$ cat config.mk
export PLATFORM = sky130hd
export DESIGN_NAME = pong_match_ctrl
export DESIGN_NICKNAME = d
export VERILOG_FILES = /design/src/rtl/pong_pkg.sv /design/src/rtl/point_hold_timer.sv /design/src/rtl/pong_match_ctrl.sv
export SDC_FILE = /design/constraint.sdc
export NUM_CORES = 1
export LEC_CHECK = 0
export ABC_AREA = 1
export CORE_ASPECT_RATIO = 1.5
export CORE_MARGIN = 4
export CORE_UTILIZATION = 40
export DETAILED_ROUTE_END_ITERATION = 6
export PLACE_DENSITY = 0.74
export SLEW_MARGIN = 20
export SYNTH_ARGS = -nofsm -noshare
export SYNTH_HDL_FRONTEND = slang
export SYNTH_SLANG_ARGS = --single-unit
$ cat constraint.sdc
create_clock -name clock -period 1.7 [get_ports clock]
set_clock_uncertainty 0.2 [all_clocks]
set_input_delay 0.17 -clock clock [delete_from_list [all_inputs] [get_ports clock]]
set_output_delay 0.17 -clock clock [all_outputs]
set_load 0.005 [all_outputs]
$ cat src/rtl/pong_pkg.sv
// Shared Pong definitions: match FSM state encoding and default geometry /
// rule constants used by the match controller and its helpers.
package pong_pkg;

    typedef enum logic [2:0] {
        IDLE      = 3'd0,
        SERVE     = 3'd1,
        PLAY      = 3'd2,
        POINT     = 3'd3,
        GAME_OVER = 3'd4
    } match_state_t;

    localparam int LCD_WIDTH         = 240;
    localparam int LCD_HEIGHT        = 320;
    localparam int DEF_MAX_SCORE     = 10;
    localparam int DEF_GOAL_TOP_Y    = 8;
    localparam int DEF_GOAL_BOTTOM_Y = 311;
    localparam int DEF_HOLD_TICKS    = 50;

endpackage

$ cat src/rtl/point_hold_timer.sv
// Tick-qualified hold counter used while a point is being shown.
// Ports:
//   clock, reset_n : clock and async active-low reset
//   clear          : restart the count from 0 (wins over counting)
//   en             : count only while enabled
//   tick           : game tick strobe; one count per enabled tick
//   done           : high on the enabled tick that completes HOLD_TICKS ticks
module point_hold_timer
    import pong_pkg::*;
#(
    parameter int HOLD_TICKS = DEF_HOLD_TICKS
) (
    input  logic clock,
    input  logic reset_n,
    input  logic clear,
    input  logic en,
    input  logic tick,
    output logic done
);

    localparam int CW = (HOLD_TICKS > 1) ? $clog2(HOLD_TICKS) : 1;
    localparam logic [CW-1:0] LAST = CW'(HOLD_TICKS - 1);

    logic [CW-1:0] cnt_q;

    // Terminal count is combinational so the controller can move to SERVE on
    // the very edge that samples the final tick.
    assign done = en && tick && (cnt_q == LAST);

    always_ff @(posedge clock or negedge reset_n) begin
        if (!reset_n) begin
            cnt_q <= '0;
        end else if (clear) begin
            cnt_q <= '0;
        end else if (en && tick) begin
            cnt_q <= (cnt_q == LAST) ? '0 : cnt_q + 1'b1;
        end
    end

endmodule

$ cat src/rtl/pong_match_ctrl.sv
// Pong match controller: samples the ball row once per game tick, detects
// goals, keeps both scores and sequences IDLE/SERVE/PLAY/POINT/GAME_OVER.
// Ports:
//   clock, reset_n   : clock and async active-low reset
//   game_tick        : one-cycle strobe per game frame
//   start            : one-cycle start request
//   ball_x, ball_y   : ball position (only ball_y drives goal decisions)
//   score_1, score_2 : player scores
//   freeze           : ball/paddles must hold position
//   serve, serve_dir : one-cycle launch pulse and its direction (0 up, 1 down)
//   game_over, winner: match finished and who won (0 player 1, 1 player 2)
// All outputs are registered.
module pong_match_ctrl
    import pong_pkg::*;
#(
    parameter int MAX_SCORE     = DEF_MAX_SCORE,
    parameter int GOAL_TOP_Y    = DEF_GOAL_TOP_Y,
    parameter int GOAL_BOTTOM_Y = DEF_GOAL_BOTTOM_Y,
    parameter int HOLD_TICKS    = DEF_HOLD_TICKS,
    localparam int SW           = $clog2(MAX_SCORE + 1)
) (
    input  logic          clock,
    input  logic          reset_n,
    input  logic          game_tick,
    input  logic          start,
    input  logic [7:0]    ball_x,
    input  logic [8:0]    ball_y,
    output logic [SW-1:0] score_1,
    output logic [SW-1:0] score_2,
    output logic          freeze,
    output logic          serve,
    output logic          serve_dir,
    output logic          game_over,
    output logic          winner
);

    localparam logic [8:0]    TOP_Y    = 9'(GOAL_TOP_Y);
    localparam logic [8:0]    BOTTOM_Y = 9'(GOAL_BOTTOM_Y);
    localparam logic [SW-1:0] WIN_SC   = SW'(MAX_SCORE);

    // ball_x is carried for future side-wall statistics only.
    logic unused_ball_x;
    assign unused_ball_x = ^ball_x;

    match_state_t  state_q, state_d;
    logic [SW-1:0] score_1_d, score_2_d;
    logic          last_loser_q, last_loser_d;
    logic          winner_d;
    logic          tmr_clear, tmr_en, tmr_done;

    function automatic logic [SW-1:0] sat_inc(input logic [SW-1:0] s);
        return (s < WIN_SC) ? s + 1'b1 : s;
    endfunction

    point_hold_timer #(
        .HOLD_TICKS(HOLD_TICKS)
    ) u_hold (
        .clock  (clock),
        .reset_n(reset_n),
        .clear  (tmr_clear),
        .en     (tmr_en),
        .tick   (game_tick),
        .done   (tmr_done)
    );

    always_comb begin
        state_d      = state_q;
        score_1_d    = score_1;
        score_2_d    = score_2;
        last_loser_d = last_loser_q;
        winner_d     = winner;
        tmr_clear    = 1'b0;
        tmr_en       = 1'b0;

        unique case (state_q)
            IDLE: begin
                if (start) begin
                    score_1_d = '0;
                    score_2_d = '0;
                    state_d   = SERVE;
                end
            end
            SERVE: begin
                state_d = PLAY;
            end
            PLAY: begin
                if (game_tick) begin
                    // Top goal is checked first so it takes priority.
                    if (ball_y < TOP_Y) begin
                        score_2_d    = sat_inc(score_2);
                        last_loser_d = 1'b0;
                        if (score_2_d == WIN_SC) begin
                            state_d  = GAME_OVER;
                            winner_d = 1'b1;
                        end else begin
                            state_d   = POINT;
                            tmr_clear = 1'b1;
                        end
                    end else if (ball_y > BOTTOM_Y) begin
                        score_1_d    = sat_inc(score_1);
                        last_loser_d = 1'b1;
                        if (score_1_d == WIN_SC) begin
                            state_d  = GAME_OVER;
                            winner_d = 1'b0;
                        end else begin
                            state_d   = POINT;
                            tmr_clear = 1'b1;
                        end
                    end
                end
            end
            POINT: begin
                tmr_en = 1'b1;
                if (tmr_done) state_d = SERVE;
            end
            GAME_OVER: begin
                // Rematch goes through a full hold before the first serve.
                if (start) begin
                    score_1_d = '0;
                    score_2_d = '0;
                    state_d   = POINT;
                    tmr_clear = 1'b1;
                end
            end
            default: begin
                state_d = IDLE;
            end
        endcase
    end

    // Outputs are decoded from the next state so they line up with the state
    // register instead of trailing it by a cycle.
    always_ff @(posedge clock or negedge reset_n) begin
        if (!reset_n) begin
            state_q      <= IDLE;
            score_1      <= '0;
            score_2      <= '0;
            last_loser_q <= 1'b0;
            winner       <= 1'b0;
            freeze       <= 1'b1;
            serve        <= 1'b0;
            serve_dir    <= 1'b0;
            game_over    <= 1'b0;
        end else begin
            state_q      <= state_d;
            score_1      <= score_1_d;
            score_2      <= score_2_d;
            last_loser_q <= last_loser_d;
            winner       <= winner_d;
            freeze       <= !((state_d == SERVE) || (state_d == PLAY));
            serve        <= (state_d == SERVE);
            serve_dir    <= last_loser_d;
            game_over    <= (state_d == GAME_OVER);
        end
    end

endmodule

==> run summary <==
Status -> finished with violations
Failing checks -> negative setup slack
Main synth FF type -> dfrtp_1
Final WS setup -> -25.8 ps
Syn_nets -> 214
CP startpoint kind -> register
Drt drc -> 0
Syn_area_per_cell -> 7.39 µm²
FMAX -> 0.579 GHz
Switching Power -> 1190 µW
Actual slew at the worst max-slew pin -> 306 ps
Sequential power share -> 31.4%
Synth Instances -> 189
Clock sinks -> 22
Core Area -> 3380 µm²
Combinational group share of total power -> 56.9%
Root Buffer -> clkbuf_8
Min Tclk post-route -> 1730 ps
Number of vias per cell -> 5.17
Total die area -> 4520 µm²
WL/cell -> 11.7 µm
Fin crit share -> 102%
Area growth, synth to finish -> 41.2%
Power Dens Cells -> 1430 nW/µm²
Placed cells -> 267
# diodes -> 0
Dpl ws -> -199 ps
Area taken by multi-input logic gates -> 825 µm²
Internal power -> 1640 µW
TritonCTS clock tree -> yes
Leading post-synthesis cells by cell area -> dfrtp_1 (38%), nand2_1 (12%), nand3_1 (7.2%)
Ports -> 34
Total power -> 2830 µW
Max VDD drop -> 0.918 mV
Num CTS Buffers -> 3
Largest net degree at the start of global routing -> 23
Fillers -> 305
Non-Filler Instances -> 278
Leakage -> 0.000978 µW
Reg area -> 553 µm²
Initial antenna violation count -> 0
PortBufs -> 22
Crit Path Class -> reg -> reg
Worst-skew pair later-pin latency -> 260 ps
RSZ-0062 raised after global routing -> true
Synth async-reset ratio -> 100%
Hold Crit Class -> in -> async
Initial DRC Count -> 14
Fin. Hold Viols -> 0
Placer congestion estimate -> 0.851
Seq/Total Area, Yosys -> 39.5%
Maximum net fanout on the critical path -> 8
#FFs+latches synth -> 22
ANT nets after route -> 0
Final setup viols -> 7
Router iterations before antenna repair -> 4
Starting density of the core -> 41.3%
CTS Buffer Depth -> 2
Count leader, synth -> nand2_1
Max-slew headroom -> 79.5%
# rows -> 26
Synthesized area -> 1400 µm²
Synth top cells by count -> nand2_1 (45), inv_1 (26), dfrtp_1 (21), nand3_1 (20), nor2_1 (19)
Vias in the first global route -> 1333
Switching part of the total -> 42.0%
Global-route wire length before repair -> 5.39 mm
Vias -> 1437
Synth top area share -> 37.6%
Final net count -> 262
Hold_buf cts -> 0
Synth area leader -> dfrtp_1
Grt total ovfl -> 0
Total GRT Usage -> 14.9%
H-Tree Depth -> 1
Clock share of power -> 11.7%
Reg clk slew, reported paths -> 80 ps
EDFF count, synth -> 0
Worst EP required -> 1650 ps
DPL Wire Length -> 2.26 mm
Cell variety after synth -> 28
Die width -> 56.3 µm
Crit. End Element -> register
Max Slew Vio Count -> 0
Final WL -> 3.25 mm
Share of cells above drive strength 1 -> 26.3%
Ys Warns -> 0
WP data arrival -> 1680 ps
Max Cap Viol -> 0
Height of the die -> 80.4 µm
## per-stage QoR
stage / hold slack [ps] / setup TNS [ps] / area (µm²) / utilization, %
final: 53.2 / -102 / 1970 / 58.3
after global routing: 81.7 / -1110 / 1970 / 58.3
after CTS: 59.3 / -53.3 / 1860 / 55.1
after detailed placement: 268 / -3270 / 1770 / 52.4
after global placement: 262 / -2850 / 1770 / 52.4
after floorplan: -326 / 0 / 1400 / -
## kinds of logic (layout without fill, tap and decap cells)
family	Yosys count	in the layout	synth area share (%)
adder cells (fa/ha/maj)	4	4	3.58
AO/OA/AOI/OAI	17	17	7.25
XOR/XNOR	4	4	2.51
AND/OR/NAND/NOR	112	113	38.2
flip-flops	22	22	39.5
buffers and inverters	30	76	8.95
## cell usage in the layout (no fill, tap or decap)
| cell type | instances |
|---|---|
| nand2_4 | 3 |
| dfstp_2 | 1 |
| ha_1 | 4 |
| o21ai_2 | 1 |
| nand3_1 | 19 |
| nand3b_1 | 1 |
| dfrtp_1 | 20 |
| nand2_2 | 10 |
| clkbuf_8 | 3 |
| a21oi_2 | 1 |
| a21oi_4 | 1 |
| nand3_2 | 2 |
| o21ai_0 | 9 |
| xnor2_1 | 2 |
| clkbuf_1 | 1 |
| buf_6 | 1 |
| dfrtp_2 | 1 |
| inv_1 | 23 |
| nand2b_1 | 1 |
| nand2_1 | 37 |
| buf_4 | 22 |
| nor2_4 | 2 |
| nand4_1 | 14 |
| o21ai_1 | 3 |
| nor3_1 | 1 |
| nand3_4 | 2 |
| inv_2 | 4 |
| nor3_4 | 1 |
| nor2_2 | 5 |
| nor2_1 | 14 |
| xor2_1 | 2 |
| a22oi_2 | 2 |
| clkdlybuf4s50_1 | 22 |
| nor4_1 | 1 |
## power groups by stage
stage | Clock [µW] | Combinational (µW) | Sequential, µW
floorplan | 0 | 794 | 897
global placement | 0 | 1360 | 885
detailed placement | 0 | 1380 | 890
CTS | 341 | 1440 | 887
global route | 358 | 1800 | 923
finish | 330 | 1610 | 890
## path summary, 6_finish.rpt
path,start,end,slack [ps],cells past startpoint
hold reg to reg,winner,winner,300,2
setup reg to reg,state_q[1],u_hold.cnt_q[0],-30,8
setup / recovery,state_q[1],u_hold.cnt_q[0],-30,8
min in group clock,winner,winner,300,2
hold / removal,reset_n,u_hold.cnt_q[1],50,2
max in group asynchronous,reset_n,freeze,970,2
## routing by layer
| metal | vias to the layer above | wire [µm] | track usage (%) |
|---|---|---|---|
| met4 | 0 | 51 | 7.60 |
| met3 | 4 | 72 | 1.45 |
| met1 | 699 | 1330 | 15.6 |
| met5 | - | 0 | 0 |
| met2 | 19 | 1790 | 28.8 |
| li1 | 715 | - | - |
## worst max-delay path, stage by stage, from the launching register on
cell	delay (ps)
dfrtp_1	370
inv_1	100
nor3_4	240
nand2_2	110
a21oi_4	160
buf_4	150
nand3_4	120
nand4_1	100
nand2_1	60
## area by class of cell
type                       instances  area share (%)
sequential                        22            28.0
multi-input combinational        138            41.8
timing repair buffer              45            20.1
inverter                          27            5.14
tap                               42            2.66
clock buffer                       4            2.28
## registers in the layout, indices dropped and copies added, names as in the netlist
| name | cells |
|---|---|
| freeze | 1 |
| game_over | 1 |
| last_loser_q | 1 |
| score_1 | 4 |
| score_2 | 4 |
| serve | 1 |
| state_q | 3 |
| u_hold.cnt_q | 6 |
| winner | 1 |
## what timing repair did
action,CTS,global route
setup buffers,2,4
pin swaps,7,20
gates resized for setup,5,27
gates cloned,1,0
setup endpoints to repair,12,22
endpoints found under the hold margin,0,0
(Power assumes the default switching activity.)
